[src/rtl/hex_display_scan.sv]
// Time-multiplexed 8-digit hex display driver with a frame-synchronous (tear-free) value update.
// Optional build macro LEADING_ZERO_BLANK_EN blanks leading-zero digits above digit 0.
module hex_display_scan #(
  parameter int SCAN_DIV = 50000
) (
  input  logic        clk,
  input  logic        rst,
  input  logic [31:0] value_i,
  input  logic        load_i,
  output logic [6:0]  seg_o,
  output logic        dp_o,
  output logic [7:0]  an_o,
  output logic [2:0]  digit_idx_o,
  output logic        frame_o
);

  localparam int CW = $clog2(SCAN_DIV);
  localparam logic [CW-1:0] CNT_MAX = CW'(SCAN_DIV - 1);

  logic [CW-1:0] cnt;
  logic [31:0]   pending;
  logic [31:0]   shown;
  logic          tick;
  logic          boundary;
  logic [3:0]    nibble;
  logic          digit_blank;
  logic [6:0]    seg_next;
  logic [7:0]    an_next;

  assign tick     = (cnt == CNT_MAX);
  assign boundary = tick && (digit_idx_o == 3'd7);
  assign dp_o     = 1'b1;

  // Blanking and segment data are decoded from the current slot, then registered.
  always_comb begin
    nibble = shown[{digit_idx_o, 2'b00} +: 4];
`ifdef LEADING_ZERO_BLANK_EN
    digit_blank = (digit_idx_o != 3'd0) && ((shown >> {digit_idx_o, 2'b00}) == 32'd0);
`else
    digit_blank = 1'b0;
`endif
    if ((cnt == '0) || digit_blank) an_next = 8'hFF;
    else                            an_next = ~(8'd1 << digit_idx_o);
  end

  always_comb begin
    seg_next = 7'h7F;
    case (nibble)
      4'h0: seg_next = 7'b1000000;
      4'h1: seg_next = 7'b1111001;
      4'h2: seg_next = 7'b0100100;
      4'h3: seg_next = 7'b0110000;
      4'h4: seg_next = 7'b0011001;
      4'h5: seg_next = 7'b0010010;
      4'h6: seg_next = 7'b0000010;
      4'h7: seg_next = 7'b1111000;
      4'h8: seg_next = 7'b0000000;
      4'h9: seg_next = 7'b0010000;
      4'hA: seg_next = 7'b0001000;
      4'hB: seg_next = 7'b0000011;
      4'hC: seg_next = 7'b1000110;
      4'hD: seg_next = 7'b0100001;
      4'hE: seg_next = 7'b0000110;
      4'hF: seg_next = 7'b0001110;
      default: seg_next = 7'h7F;
    endcase
  end

  always_ff @(posedge clk) begin
    if (!rst) begin
      cnt         <= '0;
      digit_idx_o <= 3'd0;
      frame_o     <= 1'b0;
      pending     <= 32'd0;
      shown       <= 32'd0;
      seg_o       <= 7'h7F;
      an_o        <= 8'hFF;
    end else begin
      cnt         <= tick ? '0 : cnt + CW'(1);
      if (tick) digit_idx_o <= digit_idx_o + 3'd1;
      frame_o     <= boundary;
      if (load_i) pending <= value_i;
      // A load landing exactly on the boundary is the newest value, so it bypasses pending.
      if (boundary) shown <= load_i ? value_i : pending;
      seg_o       <= seg_next;
      an_o        <= an_next;
    end
  end

endmodule

[config.mk]
export PLATFORM = sky130hd
export DESIGN_NAME = hex_display_scan
export DESIGN_NICKNAME = d
export VERILOG_FILES = /design/src/rtl/hex_display_scan.sv
export SDC_FILE = /design/constraint.sdc
export NUM_CORES = 1
export LEC_CHECK = 0
export ABC_CLOCK_PERIOD_IN_PS = 6750
export BUFFER_PORTS_ARGS = -buffer_cell sky130_fd_sc_hd__buf_2
export CAP_MARGIN = 15
export CORE_UTILIZATION = 40
export CTS_BUF_LIST = sky130_fd_sc_hd__clkbuf_16
export DETAILED_ROUTE_END_ITERATION = 8
export GPL_ROUTABILITY_DRIVEN = 0
export GPL_TIMING_DRIVEN = 0
export MAX_ROUTING_LAYER = met4
export PLACE_DENSITY = 0.61
export SYNTH_ARGS = -nofsm -noshare
export SYNTH_HDL_FRONTEND = slang
export SYNTH_SLANG_ARGS = --single-unit
[constraint.sdc]
create_clock -name clk -period 6.75 [get_ports clk]
set_input_delay 0.3375 -clock clk [delete_from_list [all_inputs] [get_ports clk]]
set_output_delay 0.3375 -clock clk [all_outputs]
set_load 0.02 [all_outputs]
* After elaboration in Yosys (flattened, before gate mapping) *
Memory sizes are Yosys's and may differ from the RTL's. A register that Yosys moved wholly into a read port is not among the register bits.
Index checks and enable logic that the tools add are counted.

word-level totals
  flip-flop bits (word level) = 92
  bits in latches = 0
  RAM bits = 0
  ROM bits = 112
  bits of input ports = 35
  output and inout bits = 20
  logic and storage cells = 21
  memories = 1

operators by class
  add/subtract/negate cells = 2
  multipliers = 0
  divide/modulo/power cells = 0
  order comparisons = 0
  equality and inequality tests = 2
  shifts and indexed selects = 2
  muxes and demuxes = 1
  bitwise logic cells = 2
  reductions and logical operators = 5

memory list
  memory            depth  bits a word  rd ports  clocked after Yosys merged registers in  wr ports  line  text
  (name not given)  16     7            1         1                                        0         48    case (nibble)

operators with widths
  operator               count
  $mux 32                1
  $shiftx 32x6->4        1
  $add 16x1->16 const B  1
  $eq 16x16->1 const B   1
  $logic_not 16->1       1
  $not 8->8              1
  $shl 1x3->8 const A    1
  $reduce_or 2->1        2
  $add 3x1->3 const B    1
  $eq 3x3->1 const B     1
  $logic_and 1x1->1      1
  $logic_not 1->1        1
  $not 1->1              1

* Longest topological paths before layout *
Gate-level depths: netlist (run 1).

  depth in word-level cells = 2
  depth in mapped cells = 8

* Least setup slack after synthesis (run 1) *
OpenSTA, ideal clock, no wires.

  kind = reg2reg
  from = register digit_idx_o[0]
  to = register seg_o[3]
  setup time = 0.134 ns
  arrival time = 2.560 ns
  required time = 6.616 ns
  setup slack = 4.056 ns
  cell stages (with the launch flop) = 9
  buffers on the path = 1
  period minus slack after synthesis = 2.694 ns
  cells stage by stage = dfxtp_1 buf_2 mux4_2 mux2i_1 inv_1 ha_1 a21boi_0 a2111oi_0 a31oi_1

between the ends
  longest elaborated chain between the ends = 1

RTL lines
  what                    line  text
  from (decl)             13    output logic [2:0] digit_idx_o,
  from (signal assigned)  80    if (tick) digit_idx_o <= digit_idx_o + 3'd1;
  $shiftx 32x6->4         36    nibble = shown[{digit_idx_o, 2'b00} +: 4];
  to (decl)               10    output logic [6:0] seg_o,

Every way passes these cells.
A chain may end at the register's enable or synchronous reset.

* Final worst setup path (run 1) *
  from = register digit_idx_o[1]
  to = register seg_o[3]

The elaborated chain is that of the path after synthesis.

==> results.yml, run 1 <==
timing:
  period_minus_slack_ns: 3.11
  timing.fmax_mhz: 322
  period_share_pct: 46.0
  worst_hold_slack_ns: 0.256
  hold_viol: 0
  drv_slew: 0
  rsz0062_at_grt: "no"
  clock_skew_ns: 0.00573
  relSlewSlack_pct: 47.5
  tns_ns: 0
  setup_viol: 0
  setup_ws_ns: 3.64
  worstMarginPinSlew_ns: 0.787
place:
  postPlaceCellArea_mm2: 0.00470
  portBuffers: 52
  dpl.hpwl_um: 6430
  dp_worst_setup_slack_ns: 3.65
synthesis:
  synth.area.mux_share_pct: 12.8
  synth_fa_ha_area_share_pct: 4.10
  synth-main-ff-cell: "dfxtp_1"
  yosys.area_share.simple_pct: 20.7
  yosysUniqueCellTypes: 45
  synth_edf_count: 0
  synth.yosys.seq_area_share_pct: 46.4
  yosys_warnings: 0
  synth_top_family_by_area: "simple AND/OR/NAND/NOR gates"
  ys_seq_elements: 99
  avgSynthCellArea_um2: 9.61
  synth_xor_area_share_pct: 3.28
  syn-num-nets: 493
  syn_inst: 444
  netlist_area_mm2: 0.00427
  async_flop_share_pct: 0
  synth-compound-area-share_pct: 8.65
clocking:
  cts_hold_buf: 0
  root_buffer: "clkbuf_16"
  cts_buffer_depth: 2
  cts_buffers: 9
  cts.sinks: 99
  cts_tree: "built"
  htree_levels: 3
  cts_resized: 0
  clkLatencyLatePin_ns: 0.34
  path_clk_slew_ns: 0.06
  postCtsSetupBuffers: 0
cells_and_area:
  drive_above_1_share_pct: 18.8
  area_growth_syn_to_layout_pct: 16.1
  diodes: 0
  final_area_mm2: 0.00496
  fin_nets: 556
  seqCellArea_mm2: 0.00198
  multi_input_area_mm2: 0.00212
  nFillCells: 1012
worst_setup_path:
  path_cells: "clkbuf_1 -> mux4_2 -> mux2i_1 -> inv_1 -> ha_1 -> a21boi_0 -> a2111oi_0 -> a31oi_1"
  r2r_start: "digit_idx_o[1]"
  cp_num_buf_inv: 2
  r2r_slack_ns: 3.64
  worstPathMaxFanout: 10
  cp_top_family: "multiplexers"
  worst_setup_path_start_kind: "register"
  cp_data_required_time_ns: 6.95
  r2r_end: "seg_o[3]"
  reg2regPathDepth: 8
  crit_path_max_incr_delay_ns: 0.53
  criticalPathCategory: "register to register"
  critical_path_arrival_ns: 3.30
  slowest_stage: "mux2i_1"
  end_kind: "register"
worst_hold_path:
  hp-class: "primary input to register"
  min_delay_worst_endpoint: "pending[3]"
  min-delay-start: "value_i[3]"
  hold_depth: 3
die:
  ioPinCount: 55
  rows: 37
  core-area_mm2: 0.0103
  die_y_um: 105
  die_x_um: 105
  initial_utilization_pct: 41.3
  dieArea_mm2: 0.0111
power_and_ir_drop:
  powerDensity_mw_per_mm2: 228
  p_total_mw: 1.13
  leakagePower_nw: 2.03
  ir_worst_vdd_uv: 109
global_routing:
  grt-ovfl-total: 0
  grt_max_degree: 16
  grt_usage_pct: 17.5
  grt_first_pass_wirelength_um: 14700
  grt_antenna_before_repair: 0
  grt_pass1_vias: 3037
detailed_routing:
  wl_per_cell_um: 13.5
  drt_iter0_markers: 173
  vias_per_cell: 4.82
  drtAntennaViolNets: 0
  dr.pass1.iters: 4
  drc: 0
  vias: 3120
  wl_um: 8750
run:
  drv_cap: 0
status:
  status: "finished clean"
logic make-up after synthesis:
kind of cell / after synthesis
buffers and inverters: 37
flip-flops: 99
AO/OA/AOI/OAI: 51
multiplexers: 46
AND/OR/NAND/NOR: 180
XOR/XNOR: 16
other: 1
adder cells (fa/ha/maj): 14
registers in the layout, indices dropped and copies added, names as in the netlist:
signal / cells
an_o: 8
digit_idx_o: 3
seg_o: 7
frame_o: 1
pending: 32
cnt: 16
shown: 32
routing by layer:
metal  wire length (um)  vias to the layer above  global-route usage, %
met2               3930                       60                   25.7
met3                332                       11                   3.59
met5                  0                        -                      -
li1                   -                     1614                      -
met1               4340                     1435                   23.5
met4                147                        0                   7.14
metrics by stage:
stage | instances | utilization [%]
2_1_floorplan | 444 | -
3_3_place_gp | 632 | 45.5
3_5_place_dp | 632 | 45.5
4_1_cts | 647 | 48.0
5_1_grt | 647 | 48.0
6_report | 647 | 48.0
worst min-delay path, delay by kind of cell:
kind | cells | cell delay (ns)
buffers and inverters | 1 | 0.08
and+or+nand+nor | 1 | 0.08
muxes | 1 | 0.07
worst max-delay path by stage:
stage                   startpoint        to  slack (ns)  cells past startpoint
global placement    digit_idx_o[0]  seg_o[3]        3.70                      8
CTS                 digit_idx_o[0]  seg_o[3]        3.63                      8
finish              digit_idx_o[1]  seg_o[3]        3.64                      8
detailed placement  digit_idx_o[0]  seg_o[3]        3.65                      8
global route        digit_idx_o[0]  seg_o[3]        3.40                      8
floorplan           digit_idx_o[0]  seg_o[3]        4.06                      8
synthesized netlist by cell type, types with 2 or more instances:
library cell  count  share of area [%]
xnor2_1          10                2.1
mux4_2            6                3.2
clkbuf_1         18                1.6
nand4_1           3               0.44
xor2_1            6                1.2
o21a_1           28                4.9
nor4_1            4               0.59
and2_1           35                5.1
clkinv_1          2               0.18
inv_1             9               0.79
nor4b_1           2               0.41
nor3_1            3               0.35
a21oi_1           7               0.82
a31oi_1           3               0.44
o21ai_0           3               0.35
mux2_2            6                1.6
mux2i_1          33                7.7
nor2_2           10                1.5
and3_1            3               0.44
nand2_1          29                2.6
ha_1             14                4.1
or4_4             2               0.53
nand3_1          11                1.3
nor2_1           73                6.4
dfxtp_1          99                 46
o221ai_1          2               0.41
nor2b_1           2               0.29
buf_2             2               0.23
buf_1             3               0.26
power breakdown:
| part | internal [mW] | total (mW) | switching, mW |
|---|---|---|---|
| sequential | 0.599 | 0.605 | 0.00520 |
| combinational | 0.0283 | 0.0659 | 0.0376 |
| clock | 0.244 | 0.458 | 0.214 |
| total | 0.872 | 1.13 | 0.257 |
area by class of cell:
type	instances	area share, %
inverters	11	0.833
well taps	136	3.43
flip-flops and latches	99	40.0
repair buffers	52	5.25
clock inverters	6	0.656
plain buffers	26	2.58
clock buffers	9	4.54
multi-input cells	308	42.7
cell usage in the layout, fill, tap and decap left out, drive strengths merged, types with 2 or more instances in the layout:
| cell type | synthesis | routed |
|---|---|---|
| dfxtp | 99 | 99 |
| nor2 | 83 | 83 |
| buf | 8 | 60 |
| and2 | 35 | 35 |
| mux2i | 34 | 34 |
| nand2 | 30 | 30 |
| o21a | 28 | 28 |
| clkbuf | 18 | 27 |
| ha | 14 | 14 |
| nand3 | 11 | 11 |
| xnor2 | 10 | 10 |
| inv | 9 | 10 |
| a21oi | 7 | 7 |
| mux4 | 6 | 6 |
| mux2 | 6 | 6 |
| xor2 | 6 | 6 |
| clkinv | 2 | 6 |
| nor4 | 4 | 4 |
| nand4 | 3 | 3 |
| and3 | 3 | 3 |
| o21ai | 3 | 3 |
| a31oi | 3 | 3 |
| nor3 | 3 | 3 |
| or4 | 2 | 2 |
| nor2b | 2 | 2 |
| nor4b | 2 | 2 |
| o221ai | 2 | 2 |
Power figures use the tool's default switching activity.
==> run 2, diff against run 1 <==
Settings changed: ABC_CLOCK_PERIOD_IN_PS 6750 to 2500, PLACE_DENSITY 0.61 to 0.63.
Clock period 6.75 ns to 2.5 ns, I/O delays scaled along.
==> run 2 against run 1 <==
Against the previous run: routed wire length increased by 1.9%; clock power rose to 3.1 times the previous value; die area stayed put; power grew to 2.9 times the previous value; flip-flop and latch count unchanged; via count up 0.83%; critical endpoint is now seg_o[6]; cell area grew 1.9%; sequential power rose to 2.7 times the previous value; non-clock buffer count is 1 higher; largest cell class unchanged; clock skew grew 0.0012 ns; final cell count grew 0.31%; sequential share of layout area is 0.67 points lower.
==> results.yml, run 2 (synthesis results as in run 1) <==
worst_setup_path:
  worstPathMaxFanout: 10
  critical_path_arrival_ns: 2.62
  worst_setup_path_start_kind: "register"
  criticalPathCategory: "register to register"
  cp_data_required_time_ns: 2.73
  end_kind: "register"
  r2r_slack_ns: 0.11
detailed_routing:
  drt_iter0_markers: 133
  dr.pass1.iters: 4
  wl_um: 8910
  wl_per_cell_um: 13.7
  vias_per_cell: 4.85
  vias: 3146
  drtAntennaViolNets: 0
  drc: 0
clocking:
  cts_tree: "built"
  clkLatencyLatePin_ns: 0.35
  htree_levels: 3
  path_clk_slew_ns: 0.06
  root_buffer: "clkbuf_16"
  cts_buffers: 9
  cts.sinks: 99
  cts_buffer_depth: 2
status:
  status: "finished clean"
die:
  initial_utilization_pct: 41.3
  core-area_mm2: 0.0103
  rows: 37
  ioPinCount: 55
  dieArea_mm2: 0.0111
  die_y_um: 105
  die_x_um: 105
cells_and_area:
  final_common_cell: "dfxtp_1"
  fin_nets: 557
  drive_above_1_share_pct: 19.9
  diodes: 0
  reg_top3: "pending (32), shown (32), cnt (16)"
  area_growth_syn_to_layout_pct: 18.3
  nFillCells: 980
  layout_common_cells: "dfxtp_1 (98), nor2_1 (73), buf_2 (53)"
timing:
  period_minus_slack_ns: 2.39
  worstMarginPinSlew_ns: 0.751
  hold_viol: 0
  timing.fmax_mhz: 418
  relSlewSlack_pct: 49.9
  tns_ns: 0
  period_share_pct: 95.7
  drv_slew: 0
  clock_skew_ns: 0.00691
  rsz0062_at_grt: "no"
  setup_viol: 0
worst_hold_path:
  hp-class: "primary input to register"
global_routing:
  grt_antenna_before_repair: 0
  grt_pass1_vias: 3089
  grt_max_degree: 16
  grt-ovfl-total: 0
  grt_first_pass_wirelength_um: 14500
  grt_usage_pct: 17.5
power_and_ir_drop:
  ir_worst_vdd_uv: 309
  powerDensity_mw_per_mm2: 643
  p_total_mw: 3.25
  leakagePower_nw: 2.06
run:
  drv_cap: 0
place:
  portBuffers: 52
  dpl.hpwl_um: 6570
[run 2: cell count changes in the layout (fill, tap and decap cells not counted), sizes merged]
cell | before | now
buf | 60 | 61
inv | 10 | 9
bufinv | 0 | 2
[run 2: report_power, final]
part / internal [mW] / switching (mW) / leakage, nW
Combinational: 0.0766 / 0.102 / 1.11
Clock: 0.863 / 0.574 / 0.146
Sequential: 1.62 / 0.0136 / 0.808
Total: 2.56 / 0.689 / 2.06
[run 2: path summary, 6_finish.rpt]
| kind | depth (start not counted) | end | from |
|---|---|---|---|
| min | 3 | pending[1] | value_i[1] |
| max | 7 | seg_o[6] | digit_idx_o[1] |
| max reg2reg | 7 | seg_o[6] | digit_idx_o[1] |
| min reg2reg | 2 | shown[29] | shown[29] |
[run 2: per-stage QoR]
step | instances | hold WS (ns) | cell area (um^2) | setup slack (ns) | utilization (%)
after floorplan | 444 | 0.261 | 4280 | 0.0524 | -
after global placement | 632 | 0.390 | 4710 | -0.335 | 45.6
after detailed placement | 632 | 0.397 | 4710 | -0.387 | 45.6
after CTS | 649 | 0.0322 | 5030 | 0.0711 | 48.8
after global routing | 649 | 0.0456 | 5050 | 0.00191 | 48.9
final | 649 | 0.0402 | 5050 | 0.108 | 48.9
[run 2: layout make-up]
type,instances,area (um^2),share of cell area (%)
plain buffers,26,140,2.78
clock inverters,7,82.6,1.64
inverters,11,41.3,0.818
flip-flops and latches,99,1990,39.3
repair buffers,53,268,5.30
clock buffers,9,225,4.46
multi-input cells,308,2140,42.3
well taps,136,170,3.37
[run 2: critical path, cell delays in order (launching register included)]
cell and delay, ns:
dfxtp_1 0.45, clkbuf_2 0.32, mux4_2 0.38, mux2_2 0.35, ha_1 0.25, mux2i_1 0.15, nor2_1 0.06, a311o_1 0.32
[run 2: repair_timing]
action	in CTS	in global routing
setup endpoints to repair	6	31
hold buffers	0	0
buffers inserted	1	0
resized for setup	3	7
pin swaps	1	0
[run 2: metal layers]
metal | vias up | share of wire (%) | track usage [%]
li1 | 1614 | - | -
met1 | 1482 | 47 | 21.3
met2 | 43 | 48 | 28.1
met3 | 7 | 3.5 | 4.45
met4 | 0 | 1.4 | 6.34
met5 | - | 0 | -
==> run 3, diff against run 2 <==
Settings changed: HOLD_SLACK_MARGIN from default to 0.1.
==> run 3 against run 2 <==
Against the previous run: global-route usage up 0.47 points; clock power barely moved; non-clock buffer count increased by 29; via count grew 3.7%.
==> results.yml, run 3 (synthesis results as in run 1) <==
clocking:
  cts_tree: "built"
  root_buffer: "clkbuf_16"
  cts_buffers: 9
  path_clk_slew_ns: 0.06
  cts.sinks: 99
  cts_buffer_depth: 2
  htree_levels: 3
  clkLatencyLatePin_ns: 0.35
cells_and_area:
  fin_nets: 586
  final_area_mm2: 0.00534
  final_common_cell: "dfxtp_1"
  area_growth_syn_to_layout_pct: 25.1
  reg_top3: "pending (32), shown (32), cnt (16)"
  drive_above_1_share_pct: 18.8
  stdcell_count: 678
  diodes: 0
  layout_common_cells: "dfxtp_1 (98), nor2_1 (73), buf_2 (53)"
worst_setup_path:
  slowest_stage: "dfxtp_1"
  worstPathMaxFanout: 10
  critical_path_arrival_ns: 2.62
  path_cells: "clkbuf_2 -> mux4_2 -> mux2_2 -> ha_1 -> mux2i_1 -> nor2_1 -> a311o_1"
  cp_data_required_time_ns: 2.73
  worst_setup_path_start_kind: "register"
  reg2regPathDepth: 7
  end_kind: "register"
  r2r_slack_ns: 0.11
  crit_path_max_incr_delay_ns: 0.45
  criticalPathCategory: "register to register"
die:
  die_y_um: 105
  ioPinCount: 55
  rows: 37
  die_x_um: 105
  dieArea_mm2: 0.0111
  core-area_mm2: 0.0103
  initial_utilization_pct: 41.3
timing:
  clock_skew_ns: 0.00607
  rsz0062_at_grt: "no"
  period_minus_slack_ns: 2.39
  timing.fmax_mhz: 418
  worstMarginPinSlew_ns: 0.752
  period_share_pct: 95.6
  setup_viol: 0
  relSlewSlack_pct: 49.8
  drv_slew: 0
  hold_viol: 0
detailed_routing:
  vias_per_cell: 4.81
  drt_iter0_markers: 126
  drc: 0
  wl_um: 9210
  dr.pass1.iters: 4
  wl_per_cell_um: 13.6
  drtAntennaViolNets: 0
  vias: 3262
power_and_ir_drop:
  seqPwrFrac_pct: 49.7
  powerDensity_mw_per_mm2: 614
  power.switching_mw: 0.693
  p_comb_share_pct: 6.5
  switching_share_pct: 21.1
  p_int_mw: 2.59
  leakagePower_nw: 2.18
  clockPowerShare_pct: 43.7
  ir_worst_vdd_uv: 310
global_routing:
  grt_max_degree: 16
  grt_usage_pct: 18.0
  grt_first_pass_wirelength_um: 15000
  grt-ovfl-total: 0
  grt_antenna_before_repair: 0
  grt_pass1_vias: 3232
place:
  portBuffers: 52
  dp_cells: 632
  dpl.hpwl_um: 6570
  postPlaceCellArea_mm2: 0.00471
worst_hold_path:
  hold_depth: 3
  hp-class: "primary input to register"
run:
  drv_cap: 0
status:
  status: "finished clean"
run 3: cell count changes in the layout (fill, tap and decap cells not counted):
| cell | delta |
|---|---|
| dlygate4sd3_1 | +29 |
run 3: final timing paths:
path | endpoint | startpoint
setup / recovery | seg_o[6] | digit_idx_o[1]
hold / removal | pending[27] | value_i[27]
setup reg to reg | seg_o[6] | digit_idx_o[1]
hold reg to reg | shown[28] | shown[28]
run 3: cell type report:
class                   instances  area [um^2]
fillers                       949         4980
multi-input cells             308         2140
flip-flops and latches         99         1990
repair buffers                 82          558
clock buffers                   9          225
well taps                     136          170
plain buffers                  26          140
clock inverters                 7         82.6
inverters                      11         41.3
run 3: per-stage QoR:
stage          power (mW)  setup slack, ns  TNS, ns  hold WS (ns)  util [%]
2_1_floorplan        1.78           0.0524        0         0.261         -
3_3_place_gp         1.84           -0.335   -0.908         0.390      45.6
3_5_place_dp         1.85           -0.387    -1.14         0.397      45.6
4_1_cts              3.33           0.0711        0         0.147      51.6
5_1_grt              3.42          0.00192        0         0.166      51.7
6_report             3.28            0.109        0         0.154      51.7
run 3: worst max-delay path: cells and delay by family, from the launching register on:
family | cells | cell delay [ns]
multiplexers | 3 | 0.87
flip-flops | 1 | 0.45
buffers and inverters | 1 | 0.32
AO/OA/AOI/OAI | 1 | 0.32
adder cells (fa/ha/maj) | 1 | 0.25
AND/OR/NAND/NOR | 1 | 0.06
run 3: what timing repair did:
action                                  4_1_cts  5_1_grt
hold buffers                                 29        0
endpoints found under the setup margin        6       31
gates resized for setup                       3        7
setup buffers                                 1        0
pin swaps                                     1        0
hold endpoints to repair                     30        0
run 3: power groups by stage:
stage                     Clock (mW)  Sequential [mW]  Combinational (mW)
after floorplan                    0             1.67               0.109
after global placement             0             1.67               0.178
after detailed placement           0             1.67               0.180
after CTS                       1.48             1.63               0.216
after global routing            1.55             1.63               0.237
final                           1.43             1.63               0.214
run 3: routing by layer:
layer / global-route usage, % / wire length [um] / vias up
met1: 21.6 / 4380 / 1537
met5: - / 0 / -
met4: 5.73 / 127 / 0
li1: - / - / 1672
met3: 4.64 / 281 / 7
met2: 29.6 / 4420 / 46
